<file path="src/rtl/imem_loader_pkg.sv">
// Shared types and frame constants for the instruction-memory image loader.
package imem_loader_pkg;

    localparam int unsigned BYTE_W     = 8;
    localparam int unsigned LEN_W      = 16;
    localparam int unsigned CHK_W      = 8;
    localparam int unsigned WORD_BYTES = 4;
    localparam int unsigned WORD_W     = BYTE_W * WORD_BYTES;
    localparam int unsigned ADDR_W     = 64;
    localparam int unsigned BCNT_W     = 2;

    typedef enum logic [2:0] {
        ST_IDLE,
        ST_HDR_LO,
        ST_HDR_HI,
        ST_DATA,
        ST_CHK,
        ST_DONE,
        ST_ERR
    } state_e;

    // States in which the byte stream is being consumed.
    function automatic logic is_loading(input state_e s);
        return (s == ST_HDR_LO) || (s == ST_HDR_HI) || (s == ST_DATA) || (s == ST_CHK);
    endfunction

    // States in which a start pulse begins a new load.
    function automatic logic accepts_start(input state_e s);
        return (s == ST_IDLE) || (s == ST_DONE) || (s == ST_ERR);
    endfunction

    function automatic logic [ADDR_W-1:0] word_addr(input logic [ADDR_W-1:0] base,
                                                    input logic [LEN_W-1:0]  idx);
        return base + (ADDR_W'(idx) << 2);
    endfunction

endpackage

</file>
<file path="src/rtl/imem_loader_if.sv">
// Host byte stream, instruction-memory write port and status of the image loader.
interface imem_loader_if;
    import imem_loader_pkg::*;

    logic                start;
    logic                s_valid;
    logic [BYTE_W-1:0]   s_data;
    logic                s_ready;
    logic                mem_we;
    logic [ADDR_W-1:0]   mem_addr;
    logic [WORD_W-1:0]   mem_wdata;
    logic                core_hold;
    logic                busy;
    logic                done;
    logic                error;

    modport master (
        output start, s_valid, s_data,
        input  s_ready, mem_we, mem_addr, mem_wdata, core_hold, busy, done, error
    );

    modport slave (
        input  start, s_valid, s_data,
        output s_ready, mem_we, mem_addr, mem_wdata, core_hold, busy, done, error
    );

endinterface

</file>
<file path="src/rtl/imem_loader_byte_to_word_packer.sv">
// Assembles little-endian 32-bit words from a byte stream; flags the completing byte.
module byte_to_word_packer
    import imem_loader_pkg::*;
(
    input  logic              clk,
    input  logic              reset,
    input  logic              clear,
    input  logic              byte_valid,
    input  logic [BYTE_W-1:0] byte_data,
    output logic              word_valid_c,
    output logic [WORD_W-1:0] word_c
);

    localparam int unsigned SHR_W = WORD_W - BYTE_W;

    logic [BCNT_W-1:0] cnt_q, cnt_d;
    logic [SHR_W-1:0]  shr_q, shr_d;

    // Earlier bytes shift down so the newest byte always lands in the top lane.
    always_comb begin
        cnt_d        = cnt_q;
        shr_d        = shr_q;
        word_valid_c = byte_valid && (cnt_q == BCNT_W'(WORD_BYTES - 1));
        word_c       = {byte_data, shr_q};
        if (clear) begin
            cnt_d = '0;
            shr_d = '0;
        end else if (byte_valid) begin
            cnt_d = cnt_q + BCNT_W'(1);
            shr_d = {byte_data, shr_q[SHR_W-1:BYTE_W]};
        end
    end

    always_ff @(posedge clk) begin
        if (reset) begin
            cnt_q <= '0;
            shr_q <= '0;
        end else begin
            cnt_q <= cnt_d;
            shr_q <= shr_d;
        end
    end

endmodule

</file>
<file path="src/rtl/imem_loader.sv">
// Framed byte-stream loader for the instruction memory; holds the core in reset
// until a checksum-verified image has been written.
module imem_loader
    import imem_loader_pkg::*;
#(
    parameter int unsigned       DEPTH     = 64,
    parameter logic [ADDR_W-1:0] BASE_ADDR = 64'd0
) (
    input  logic         clk,
    input  logic         reset,
    imem_loader_if.slave bus
);

    state_e              state_q, state_d;
    logic [LEN_W-1:0]    len_q, len_d;
    logic [LEN_W-1:0]    word_idx_q, word_idx_d;
    logic [CHK_W-1:0]    chk_q, chk_d;
    logic                s_ready_q, s_ready_d;
    logic                mem_we_q, mem_we_d;
    logic [ADDR_W-1:0]   mem_addr_q, mem_addr_d;
    logic [WORD_W-1:0]   mem_wdata_q, mem_wdata_d;
    logic                core_hold_q, core_hold_d;
    logic                busy_q, busy_d;
    logic                done_q, done_d;
    logic                error_q, error_d;

    logic                xfer_c;
    logic                start_ok_c;
    logic                pack_valid_c;
    logic                word_valid_c;
    logic                last_word_c;
    logic [WORD_W-1:0]   word_c;
    logic [LEN_W-1:0]    hdr_len_c;
    logic [CHK_W-1:0]    chk_sum_c;

    assign xfer_c       = bus.s_valid && s_ready_q;
    assign start_ok_c   = bus.start && accepts_start(state_q);
    assign pack_valid_c = xfer_c && (state_q == ST_DATA);
    assign hdr_len_c    = {bus.s_data, len_q[BYTE_W-1:0]};
    assign chk_sum_c    = chk_q + bus.s_data;
    assign last_word_c  = (word_idx_q == (len_q - LEN_W'(1)));

    byte_to_word_packer u_packer (
        .clk          (clk),
        .reset        (reset),
        .clear        (start_ok_c),
        .byte_valid   (pack_valid_c),
        .byte_data    (bus.s_data),
        .word_valid_c (word_valid_c),
        .word_c       (word_c)
    );

    // State register.
    always_ff @(posedge clk) begin
        if (reset) begin
            state_q <= ST_IDLE;
        end else begin
            state_q <= state_d;
        end
    end

    // Next-state logic; the length is range-checked before any word is written.
    always_comb begin
        state_d = state_q;
        unique case (state_q)
            ST_IDLE, ST_DONE, ST_ERR: begin
                if (bus.start) state_d = ST_HDR_LO;
            end
            ST_HDR_LO: begin
                if (xfer_c) state_d = ST_HDR_HI;
            end
            ST_HDR_HI: begin
                if (xfer_c) begin
                    if (hdr_len_c > LEN_W'(DEPTH))  state_d = ST_ERR;
                    else if (hdr_len_c == '0)       state_d = ST_CHK;
                    else                            state_d = ST_DATA;
                end
            end
            ST_DATA: begin
                if (word_valid_c && last_word_c) state_d = ST_CHK;
            end
            ST_CHK: begin
                if (xfer_c) state_d = (chk_sum_c == '0) ? ST_DONE : ST_ERR;
            end
            default: state_d = ST_IDLE;
        endcase
    end

    // Output and datapath next values; status flags follow the state being entered.
    always_comb begin
        len_d       = len_q;
        chk_d       = chk_q;
        word_idx_d  = word_idx_q;
        mem_addr_d  = mem_addr_q;
        mem_wdata_d = mem_wdata_q;
        mem_we_d    = word_valid_c;
        s_ready_d   = is_loading(state_d);
        busy_d      = is_loading(state_d);
        done_d      = (state_d == ST_DONE);
        error_d     = (state_d == ST_ERR);
        // Release only once DONE has been held for a cycle; re-hold as soon as it is left.
        core_hold_d = !((state_q == ST_DONE) && (state_d == ST_DONE));

        if (start_ok_c) begin
            len_d      = '0;
            chk_d      = '0;
            word_idx_d = '0;
        end

        if (xfer_c) begin
            unique case (state_q)
                ST_HDR_LO: len_d[BYTE_W-1:0]     = bus.s_data;
                ST_HDR_HI: len_d[LEN_W-1:BYTE_W] = bus.s_data;
                ST_DATA:   chk_d                 = chk_sum_c;
                default:   ;
            endcase
        end

        if (word_valid_c) begin
            mem_wdata_d = word_c;
            mem_addr_d  = word_addr(BASE_ADDR, word_idx_q);
            word_idx_d  = word_idx_q + LEN_W'(1);
        end
    end

    always_ff @(posedge clk) begin
        if (reset) begin
            len_q       <= '0;
            chk_q       <= '0;
            word_idx_q  <= '0;
            mem_addr_q  <= BASE_ADDR;
            mem_wdata_q <= '0;
            mem_we_q    <= 1'b0;
            s_ready_q   <= 1'b0;
            busy_q      <= 1'b0;
            done_q      <= 1'b0;
            error_q     <= 1'b0;
            core_hold_q <= 1'b1;
        end else begin
            len_q       <= len_d;
            chk_q       <= chk_d;
            word_idx_q  <= word_idx_d;
            mem_addr_q  <= mem_addr_d;
            mem_wdata_q <= mem_wdata_d;
            mem_we_q    <= mem_we_d;
            s_ready_q   <= s_ready_d;
            busy_q      <= busy_d;
            done_q      <= done_d;
            error_q     <= error_d;
            core_hold_q <= core_hold_d;
        end
    end

    assign bus.s_ready   = s_ready_q;
    assign bus.mem_we    = mem_we_q;
    assign bus.mem_addr  = mem_addr_q;
    assign bus.mem_wdata = mem_wdata_q;
    assign bus.core_hold = core_hold_q;
    assign bus.busy      = busy_q;
    assign bus.done      = done_q;
    assign bus.error     = error_q;

endmodule

</file>
<file path="src/flat_wrapper.sv">
// flat-port wrapper written by rule: the top's interface ports become plain ports
module imem_loader_flat import imem_loader_pkg::*;
#(
    parameter int unsigned       DEPTH     = 64,
    parameter logic [ADDR_W-1:0] BASE_ADDR = 64'd0
)
  (clk, reset, bus_start, bus_s_valid, bus_s_data, bus_s_ready, bus_mem_we, bus_mem_addr, bus_mem_wdata, bus_core_hold, bus_busy, bus_done, bus_error);
  imem_loader_if bus_i ();
  input  logic clk;
  input  logic reset;
  input wire logic [$bits(bus_i.start)-1:0] bus_start;
  input wire logic [$bits(bus_i.s_valid)-1:0] bus_s_valid;
  input wire logic [$bits(bus_i.s_data)-1:0] bus_s_data;
  output wire logic [$bits(bus_i.s_ready)-1:0] bus_s_ready;
  output wire logic [$bits(bus_i.mem_we)-1:0] bus_mem_we;
  output wire logic [$bits(bus_i.mem_addr)-1:0] bus_mem_addr;
  output wire logic [$bits(bus_i.mem_wdata)-1:0] bus_mem_wdata;
  output wire logic [$bits(bus_i.core_hold)-1:0] bus_core_hold;
  output wire logic [$bits(bus_i.busy)-1:0] bus_busy;
  output wire logic [$bits(bus_i.done)-1:0] bus_done;
  output wire logic [$bits(bus_i.error)-1:0] bus_error;
  assign bus_i.start = bus_start;
  assign bus_i.s_valid = bus_s_valid;
  assign bus_i.s_data = bus_s_data;
  assign bus_s_ready = bus_i.s_ready;
  assign bus_mem_we = bus_i.mem_we;
  assign bus_mem_addr = bus_i.mem_addr;
  assign bus_mem_wdata = bus_i.mem_wdata;
  assign bus_core_hold = bus_i.core_hold;
  assign bus_busy = bus_i.busy;
  assign bus_done = bus_i.done;
  assign bus_error = bus_i.error;
  imem_loader #(.DEPTH(DEPTH), .BASE_ADDR(BASE_ADDR)) u_core (.clk(clk), .reset(reset), .bus(bus_i));
endmodule
</file>
<file path="config.mk">
export PLATFORM = sky130hd
export DESIGN_NAME = imem_loader_flat
export DESIGN_NICKNAME = d
export VERILOG_FILES = /design/src/rtl/imem_loader_pkg.sv /design/src/rtl/imem_loader_if.sv /design/src/rtl/imem_loader_byte_to_word_packer.sv /design/src/rtl/imem_loader.sv /design/src/flat_wrapper.sv
export SDC_FILE = /design/constraint.sdc
export NUM_CORES = 1
export LEC_CHECK = 0
export ABC_AREA = 1
export CAP_MARGIN = 20
export CORE_ASPECT_RATIO = 1.25
export CORE_MARGIN = 10
export CORE_UTILIZATION = 51
export DETAILED_ROUTE_END_ITERATION = 10
export GPL_ROUTABILITY_DRIVEN = 0
export GPL_TIMING_DRIVEN = 0
export PLACE_DENSITY = 0.89
export SYNTH_ARGS = -nofsm -noshare
export SYNTH_HDL_FRONTEND = slang
export SYNTH_SLANG_ARGS = --single-unit
</file>
<file path="constraint.sdc">
create_clock -name clk -period 4.75 [get_ports clk]
set_input_delay 0.7125 -clock clk [delete_from_list [all_inputs] [get_ports clk]]
set_output_delay 0.7125 -clock clk [all_outputs]
set_load 0.02 [all_outputs]
</file>
# ---- Word-level counts from Yosys, hierarchy flattened
# Index checks and enable logic that the tools add are counted.
dict set report totals {
  word_cells 68
  inputBits 12
  out_inout_bits 102
  reg_bits 122
}
dict set report op_classes {
  reduce_logical 18
  addsub 4
  eq_ne 14
  n_mux 18
  magnitude_cmp 1
}
# op count
set ops {}
lappend ops {{two-way mux 16 bit} 4}
lappend ops {{two-way mux 8 bit} 5}
lappend ops {{two-way mux 3 bit} 7}
lappend ops {{== test 3 bit (second input constant)} 6}
lappend ops {{adder 16 x 1 -> 16 bit (second input constant)} 1}
lappend ops {{== test 16 bit} 1}
lappend ops {{> comparator 16 x 7 -> 1 bit (second input constant)} 1}
lappend ops {{zero test 16 bit} 1}
lappend ops {{subtractor 16 x 1 -> 16 bit (second input constant)} 1}
lappend ops {{case mux 3 bit (5 select lines)} 1}
lappend ops {{== test 3 x 2 -> 1 bit (second input constant)} 4}
lappend ops {{adder 8 bit} 1}
lappend ops {{zero test 8 bit} 1}
lappend ops {{== test 3 x 1 -> 1 bit (second input constant)} 2}
lappend ops {{logical AND 1 bit} 6}
lappend ops {{logical OR 1 bit} 5}
lappend ops {{zero test 3 bit} 1}
lappend ops {{OR reduction 3 bit} 1}
lappend ops {{adder 2 x 1 -> 2 bit (second input constant)} 1}
lappend ops {{== test 2 bit (second input constant)} 1}
lappend ops {{two-way mux 2 bit} 1}
lappend ops {{nonzero test 2 bit} 1}
lappend ops {{OR reduction 2 bit} 1}
lappend ops {{zero test 1 bit} 1}

# ---- Depth between registers and ports, before layout
# Gate-level depths: netlist of the first run.
dict set report logic_depth {
  depth_word 10
  mapped_depth 19
  depth_no_buf 19
}

# ---- Modules after synthesis
# From an unflattened synthesis of the first run, not the netlist that was laid out.
dict set report unflattened {
  cells_unflattened 909
  hier_area_um2 6222.2
}
# mod cells_each n_inst area_per_inst_um2 seq_area_each_um2
set by_module_without_submodules {}
lappend by_module_without_submodules {imem_loader 734 1 5059.9 1921.8}
lappend by_module_without_submodules {byte_to_word_packer 175 1 1162.4 520.5}

# ---- Worst setup path before layout of the first run
# No wires, ideal clock.
dict set report synth_timing {
  path_type {input port to flip-flop}
  from {input port bus_s_data[0]}
  to {register u_core.core_hold_q (netlist: u_core.bus.core_hold)}
  setup_slack_ns 2.267
  t_required_ns 4.632
  setup_time_ns 0.118
  cell_stages 18
  n_path_buf 0
  arrival_ns 2.365
  path_cell_list {ha_1 > inv_1 > fa_1 > inv_1 > nand2_1 > nand2_1 > nand2_1 > nand2_1 > nand3_1 > nor2_1 > nand2_1 > nand2_1 > nand2_1 > a21oi_1 > and2_2 > nand2_1 > nor2_2 > nand2_1}
}
dict set report synth_via {
  elab_chain_cells 8
  elab_cells_between_ends 13
  cone_classes {add/sub: 1; order compare: 1; eq/ne: 1; mux: 6; reduce/logical: 4}
}
# element line
set synth_lines {}
lappend synth_lines {{from (decl)} flat_wrapper.sv:13} ;# input wire logic [$bits(bus_i.s_data)-1:0] bus_s_data;
lappend synth_lines {{adder 8 bit / zero test 16 bit (equally long branches)} {imem_loader.sv:40, imem_loader.sv:75}}
lappend synth_lines {{zero test 8 bit / two-way mux 3 bit (equally long branches)} {imem_loader.sv:83, imem_loader.sv:75}}
lappend synth_lines {{two-way mux 2 bit / two-way mux 3 bit (equally long branches)} {imem_loader.sv:83, imem_loader.sv:74}}
lappend synth_lines {{two-way mux 3 bit (on tied branches)} {imem_loader.sv:83, imem_loader.sv:73}}
lappend synth_lines {{case mux 3 bit (5 select lines) *} imem_loader.sv:65} ;# unique case (state_q)
lappend synth_lines {{== test 3 bit *} imem_loader.sv:102} ;# core_hold_d = !((state_q == ST_DONE) && (state_d == ST_DONE));
lappend synth_lines {{logical AND 1 bit *} imem_loader.sv:102}
lappend synth_lines {{zero test 1 bit *} imem_loader.sv:102}
lappend synth_lines {{to (signal assigned)} imem_loader.sv:150} ;# core_hold_q <= core_hold_d;
lappend synth_lines {{to (decl)} imem_loader.sv:22} ;# logic core_hold_q, core_hold_d;
# Mark *: on every way between the ends. The rest lies on a longest branch, timed or not.
# A chain may end at the register's enable or synchronous reset.

# ---- Worst setup path in the final report of the first run
# Same ends and word-level chain as after synthesis.

==> metrics.md, run 1 <==
| Metric | Value |
|---|---|
| Status | completed |
| TritonCTS clock tree | done |
| Setup TNS | 0 ps |
| Met3 wire len | 1630 µm |
| Fillers | 903 |
| CP max FO | 3 |
| Worst Hold Path EP | u_core.u_packer.shr_q[4] |
| Layout cells sized above 1 | 0.100 |
| Port Buffers | 64 |
| Multi-input gate area | 2940 µm² |
| Crit start category | input pin |
| RSZ-0062 raised after global routing | no |
| Flops & latches, synth | 122 |
| Crit path max-delay family | simple AND/OR/NAND/NOR gates |
| CTS Buffer Depth | 2 |
| Crit. End Element | flip-flop |
| DRT Pass-1 Iters | 5 |
| Critical path arrival | 3260 ps |
| Die height | 141 µm |
| Total CTS buffers | 17 |
| Tightest Hold Check Type | flip-flop to flip-flop |
| Worst r2r dst | u_core.bus.core_hold |
| Clock Skews | 7.43 ps |
| CP max-delay cell | clkdlybuf4s50_1 |
| Worst R2R Setup Slack | 2300 ps |
| Vias per cell | 5.20 |
| Htree depth | 4 |
| # clock sinks | 122 |
| Seq/Total Area, Yosys | 0.407 |
| WP data required | 5060 ps |
| Post-DP HPWL | 11900 µm |
| Final setup fails | 0 |
| Setup ws final | 1810 ps |
| Post-CTS Setup Inserts | 0 |
| Gr usage total | 0.197 |
| Area delta synth->final | 26.5% |
| Area of the mapped netlist | 6000 µm² |
| Worst Setup Path Type | input pin to flip-flop |
| Met2 Wirelength | 8100 µm |
| Pwr/cell area | 341 nW/µm² |
| Crit-path max cell delay | 520 ps |
| Worst skew pair latency | 420 ps |
| Die area | 16500 µm² |
| CP Buf/Inv Count | 3 |
| Hold_sp | u_core.u_packer.shr_q[4] |
| Netlist cell types | 38 |
| Achievable Freq | 340 MHz |
| Global-route wire length before repair | 26200 µm |
| Critical R2R Launch | u_core.chk_q[0] |
| Placeable core area | 11600 µm² |
| Routed WL per cell | 14.3 µm |
| Antenna Cells | 0 |
| Slew @ Worst Pin | 645 ps |
| WL final | 16300 µm |
| Final worst path period share | 0.620 |
| Largest net degree at the start of global routing | 17 |
| Top Metal Used | met4 |
| Vias | 5920 |
| Peak supply drop | 0.246 mV |
| I/O pins | 114 |
| Post-CTS Resized | 0 |
| Final Max Tran Viols | 0 |
| Final hold vios | 0 |
| Initial Util | 0.519 |
| Hold_buf cts | 0 |
| Die width | 117 µm |
| P_leak | 0.00357 µW |
| Synthesized area per cell | 7.00 µm² |
| Worst r2r path cells | 18 |
| Slew headroom | 0.570 |
| Reg area | 2440 µm² |
| Place WS | 1420 ps |
| DRT met1 WL | 5960 µm |
| # nets final | 1010 |
| Antenna violations before repair | 0 |
| Vias in the first global route | 5649 |
| Worst Hold Depth | 2 |
| Max_cap viols | 0 |
| Root Buffer | clkbuf_16 |
| Fin crit period | 2940 ps |
| Clock-pin slew on the worst setup and hold paths | 60 ps |
| Rows | 44 |
| Ys Warns | 0 |
| Crit path cell chain | clkdlybuf4s50_1, ha_1, inv_1, fa_1, inv_1, nand2_1, nand2_1, nand2_1, nand2_1, nand3_1, nor2_1, nand2_1, nand2_1, nand2_1, a21oi_1, and2_2, nand2_1, nor2_2, nand2_1 |
| Mapped Cells | 857 |
| Remaining global-route overflow | 0 |
| DRC | 0 |
| Most frequent cell on the critical path | nand2_1 |
| Routed Antenna Nets | 0 |
| Iteration-0 DRC Markers | 398 |
-- cells in the final DEF (no fill, tap or decap), types with 3 or more instances in the layout --
| cell type | synthesis | routed |
|---|---|---|
| nand2_1 | 224 | 224 |
| dfxtp_1 | 122 | 122 |
| nor2_1 | 104 | 104 |
| inv_1 | 74 | 74 |
| clkdlybuf4s50_1 | 0 | 64 |
| nand3_1 | 60 | 60 |
| o21ai_0 | 58 | 58 |
| a21oi_1 | 53 | 53 |
| buf_4 | 50 | 50 |
| conb_1 | 1 | 48 |
| clkbuf_1 | 22 | 22 |
| clkbuf_16 | 0 | 17 |
| xor2_1 | 13 | 13 |
| ha_1 | 10 | 10 |
| nand4_1 | 8 | 8 |
| nand3b_1 | 7 | 7 |
| inv_6 | 0 | 7 |
| buf_2 | 5 | 5 |
| a211oi_1 | 5 | 5 |
| xnor2_1 | 5 | 5 |
| a221oi_1 | 5 | 5 |
| inv_2 | 3 | 3 |
| buf_1 | 3 | 3 |
| nor3_1 | 3 | 3 |
-- worst reg2reg max path: stages (launching register included) --
cell and delay [ps]:
dfxtp_1 340, ha_1 200, inv_1 70, fa_1 400, inv_1 100, nand2_1 70, nand2_1 60, nand2_1 40
nand2_1 90, nand3_1 80, nor2_1 100, nand2_1 70, nand2_1 80, nand2_1 70, a21oi_1 170, and2_2 200
nand2_1 60, nor2_2 100, nand2_1 50
-- worst max-delay path by stage --
stage	cells past startpoint	slack [ps]	startpoint	end
after floorplan	18	2270	bus_s_data[0]	u_core.bus.core_hold
after global placement	19	1430	bus_s_data[0]	u_core.bus.core_hold
after detailed placement	19	1420	bus_s_data[0]	u_core.bus.core_hold
after CTS	19	1820	bus_s_data[0]	u_core.bus.core_hold
after global routing	19	1600	bus_s_data[0]	u_core.bus.core_hold
final	19	1810	bus_s_data[0]	u_core.bus.core_hold
-- routing by layer --
layer	global-route usage	vias up
met5	0	-
met4	0.0997	0
met3	0.0556	57
met2	0.341	295
met1	0.212	2646
li1	-	2922
-- state kept, by name, indices dropped and copies added (netlist names) --
signal                 flops
u_core.bus.mem_wdata      32
u_core.u_packer.shr_q     24
u_core.bus.mem_addr       16
u_core.len_q              16
u_core.word_idx_q         16
u_core.chk_q               8
u_core.state_q             3
u_core.u_packer.cnt_q      2
u_core.bus.core_hold       1
u_core.bus.done            1
u_core.bus.error           1
u_core.bus.mem_we          1
u_core.bus.s_ready         1
-- per-stage QoR --
| stage | util | total power (µW) | std cells | hold slack (ps) | cell area [µm²] |
|---|---|---|---|---|---|
| after floorplan | - | 1240 | 904 | 440 | 6170 |
| after global placement | 0.604 | 1290 | 1106 | 453 | 6990 |
| after detailed placement | 0.604 | 1290 | 1106 | 453 | 6990 |
| after CTS | 0.656 | 2580 | 1138 | 462 | 7590 |
| after global routing | 0.656 | 2670 | 1138 | 484 | 7590 |
| final | 0.656 | 2590 | 1138 | 463 | 7590 |
-- logic make-up after synthesis --
family | synth area share
xor+xnor | 0.0263
other cells | 0.000625
fa+ha+maj | 0.0242
flops | 0.407
buf+inv | 0.131
compound gates | 0.120
simple gates | 0.290
-- power breakdown --
group	switching (µW)	leakage, µW	internal [µW]
logic	156	0.00230	82.5
registers	5.72	0.000983	1030
clock network	526	0.000290	791
-- layout make-up --
cell class / count / share of cell area
Buffer: 81 / 0.0658
Timing Repair Buffer: 64 / 0.0844
Tap cell: 138 / 0.0228
Sequential cell: 122 / 0.322
Clock buffer: 17 / 0.0561
Multi-Input combinational cell: 624 / 0.388
Clock inverter: 15 / 0.0232
Inverter: 77 / 0.0381
-- cells in the mapped netlist --
cell type,count,area (µm²)
nand2_2,1,6.26
a221oi_1,5,43.8
inv_2,3,11.3
inv_1,74,278
and2_2,1,7.51
a22o_1,1,8.76
clkbuf_2,1,5.00
ha_1,10,125
xor2_1,13,114
nor2_4,1,11.3
nor3_1,3,15.0
a22oi_1,2,15.0
xnor2_1,5,43.8
o31ai_1,2,15.0
clkbuf_1,22,82.6
nand3b_1,7,52.6
nor2_1,104,390
a21oi_1,53,265
nand2_1,224,841
or2_2,1,6.26
nand3_1,60,300
dfxtp_1,122,2440
a32o_1,1,10.0
buf_1,3,11.3
a211oi_1,5,37.5
nor2_8,1,20.0
nor2_2,2,12.5
nand2_4,1,11.3
buf_2,5,25.0
a31oi_1,2,12.5
o21ai_0,58,290
buf_4,50,375
nand4_1,8,50.1
fa_1,1,20.0
nor3_4,1,16.3
a311oi_1,1,8.76
o22ai_1,2,12.5
conb_1,1,3.75
(Power assumes the default switching activity.)
==> run 2, diff against run 1 <==
==> constraint.sdc (replaced) <==
create_clock -name clk -period 2.9 [get_ports clk]
set_input_delay 0.435 -clock clk [delete_from_list [all_inputs] [get_ports clk]]
set_output_delay 0.435 -clock clk [all_outputs]
set_load 0.02 [all_outputs]
==> results of run 2 <==
The final DEF is identical to that of run 1. Status: completed.
Main changes from that run: setup slack after placement 1420 ps -> -153 ps; setup slack after layout 1810 ps -> 233 ps; register-to-register setup slack 2300 ps -> 450 ps; total power 2590 µW -> 4240 µW; worst IR drop on VDD 0.246 mV -> 0.403 mV
==> run 3, diff against run 2 <==
==> constraint.sdc (replaced) <==
create_clock -name clk -period 2.5 [get_ports clk]
set_input_delay 0.375 -clock clk [delete_from_list [all_inputs] [get_ports clk]]
set_output_delay 0.375 -clock clk [all_outputs]
set_load 0.02 [all_outputs]
==> run 3 against run 2 <==
Clock power up 16%. Via count up 0.49%. Routed wire length up 1.7%. Worst setup slack worse by 71 ps. Register-to-register slack worse by 290 ps. Sequential power up 17%. Combinational power up 20%. Design area up 1.3%. Critical path depth down 4. Highest routed layer unchanged. Clock skew about the same. Total power up 16%. Clock-buffer cell count unchanged. Critical endpoint unchanged.
==> metrics.md, run 3 (synthesis results as in run 1) <==
| Metric | Value |
|---|---|
| # clock sinks | 122 (unchanged) |
| Placeable core area | 11600 µm² (unchanged) |
| Routed WL per cell | 14.5 µm (+1.6%) |
| Vias | 5949 (+0.49%) |
| Leading cell type in the layout, fill and taps excluded | nand2_1 |
| Critical path arrival | 2650 ps |
| Max_cap viols | 0 (unchanged) |
| Final worst path period share | 0.935 |
| Tightest Hold Check Type | input pin to flip-flop |
| Post-DP HPWL | 11900 µm (unchanged) |
| Global-route wire length before repair | 26300 µm (about the same) |
| Final hold vios | 0 (unchanged) |
| Crit start category | flip-flop |
| Max FFs per register | 32 (unchanged) |
| WL final | 16600 µm (+1.7%) |
| I/O pins | 114 (unchanged) |
| Setup TNS | 0 ps (unchanged) |
| TritonCTS clock tree | done |
| Initial Util | 0.519 (unchanged) |
| Port Buffers | 64 (unchanged) |
| Area delta synth->final | 28.2% |
| WP data required | 2820 ps |
| Worst Setup Path Type | flip-flop to flip-flop |
| Inst Count DP | 1106 (unchanged) |
| Slew headroom | 0.568 (-0.00193) |
| Final setup fails | 0 (unchanged) |
| Remaining global-route overflow | 0 (unchanged) |
| Rows | 44 (unchanged) |
| Worst skew pair latency | 420 ps (about the same) |
| Peak supply drop | 0.470 mV |
| Die area | 16500 µm² (unchanged) |
| Hold_buf cts | 0 (unchanged) |
| Layout cells sized above 1 | 0.114 (+0.0139) |
| Routed Antenna Nets | 0 (unchanged) |
| CP Buf/Inv Count | 1 (-2) |
| Vias per cell | 5.22 (+0.40%) |
| Achievable Freq | 428 MHz |
| Clock-pin slew on the worst setup and hold paths | 60 ps (about the same) |
| Total CTS buffers | 17 (unchanged) |
| CP max FO | 3 (unchanged) |
| Vias in the first global route | 5650 (+0.018%) |
| Clock Skews | 7.69 ps (+0.261 ps) |
| Htree depth | 4 (unchanged) |
| CP max-delay cell | fa_2 |
| Crit path cell chain | ha_2, inv_1, fa_2, nand2_1, nor2_1, nand3_1, nor2_1, nand2_1, nand2_1, nand2_1, a21oi_2, and2_4, nand2_1, nor2_2, nand2_1 |
| DRT Pass-1 Iters | 7 (+2) |
| DRC | 0 (unchanged) |
| Non-Filler Instances | 1139 (+0.088%) |
| Status | completed |
| P_leak | 0.00362 µW (+1.5%) |
| Antenna Cells | 0 (unchanged) |
| Most frequent cell on the critical path | nand2_1 |
| Worst R2R Setup Slack | 160 ps |
| Final Max Tran Viols | 0 (unchanged) |
| Die width | 117 µm (unchanged) |
| Most frequent cells in the layout | nand2_1, dfxtp_1, nor2_1, inv_1, nand3_1 |
| Die height | 141 µm (unchanged) |
| Crit path max-delay family | simple AND/OR/NAND/NOR gates |
| Largest net degree at the start of global routing | 17 (unchanged) |
| Iteration-0 DRC Markers | 485 (+22%) |
| Slew @ Worst Pin | 648 ps (+2.90 ps) |
| Crit. End Element | flip-flop |
| Crit-path max cell delay | 530 ps (about the same) |
| Pwr/cell area | 643 nW/µm² |
| CTS Buffer Depth | 2 (unchanged) |
| Fin crit period | 2340 ps |
| Gr usage total | 0.197 (unchanged) |
| Antenna violations before repair | 0 (unchanged) |
| Root Buffer | clkbuf_16 |
| # nets final | 1011 (+0.099%) |
## run 3: where the power goes
group	leakage [µW]	switching (µW)	internal, µW	total [µW]
combinational	0.00235	305	164	469
clock	0.000290	1000	1500	2510
sequential	0.000983	10.8	1950	1970
## run 3: metal layers
| metal | up-vias | wire (µm) | GRT usage | part of all wire |
|---|---|---|---|---|
| met4 | 0 | 703 | 0.0971 | 0.042 |
| met5 | - | 0 | 0 | 0 |
| li1 | 2933 | - | - | - |
| met2 | 271 | 8200 | 0.342 | 0.49 |
| met1 | 2679 | 6300 | 0.213 | 0.38 |
| met3 | 66 | 1360 | 0.0556 | 0.082 |
## run 3: worst paths after layout
kind                                               start                   endpoint  depth (start not counted)
worst min register to register  u_core.u_packer.shr_q[4]   u_core.u_packer.shr_q[4]                          2
worst max-delay path                     u_core.chk_q[0]       u_core.bus.core_hold                         15
worst max register to register           u_core.chk_q[0]       u_core.bus.core_hold                         15
worst min-delay path                       bus_s_data[6]  u_core.u_packer.shr_q[22]                          3
## run 3: worst min-delay path: stages
cell and delay, ps:
dlymetal6s2s_1 190, nand2_1 100, a21oi_1 70
## run 3: metrics by stage
step / total power, µW / utilization / instance area (µm²) / setup WS (ps) / hold WS, ps
floorplan: 2350 / - / 6170 / 355 / 440
global placement: 2440 / 0.604 / 6990 / -480 / 453
detailed placement: 2450 / 0.604 / 6990 / -493 / 453
CTS: 4910 / 0.657 / 7600 / 75.3 / 395
global route: 5080 / 0.665 / 7690 / -0.242 / 404
finish: 4940 / 0.665 / 7690 / 161 / 376
## run 3: cell type report
type / count / area, µm²
Clock buffer: 17 / 425
Sequential cell: 122 / 2440
Timing Repair Buffer: 65 / 656
Fill cell: 883 / 3870
Multi-Input combinational cell: 624 / 3030
Inverter: 77 / 289
Tap cell: 138 / 173
Clock inverter: 15 / 176
Buffer: 81 / 499
## run 3: repair_timing
action                                  in CTS  in global routing
endpoints found under the setup margin       3                  6
pin swaps                                    1                  2
gates resized for setup                      4                 18
setup buffers                                1                  0
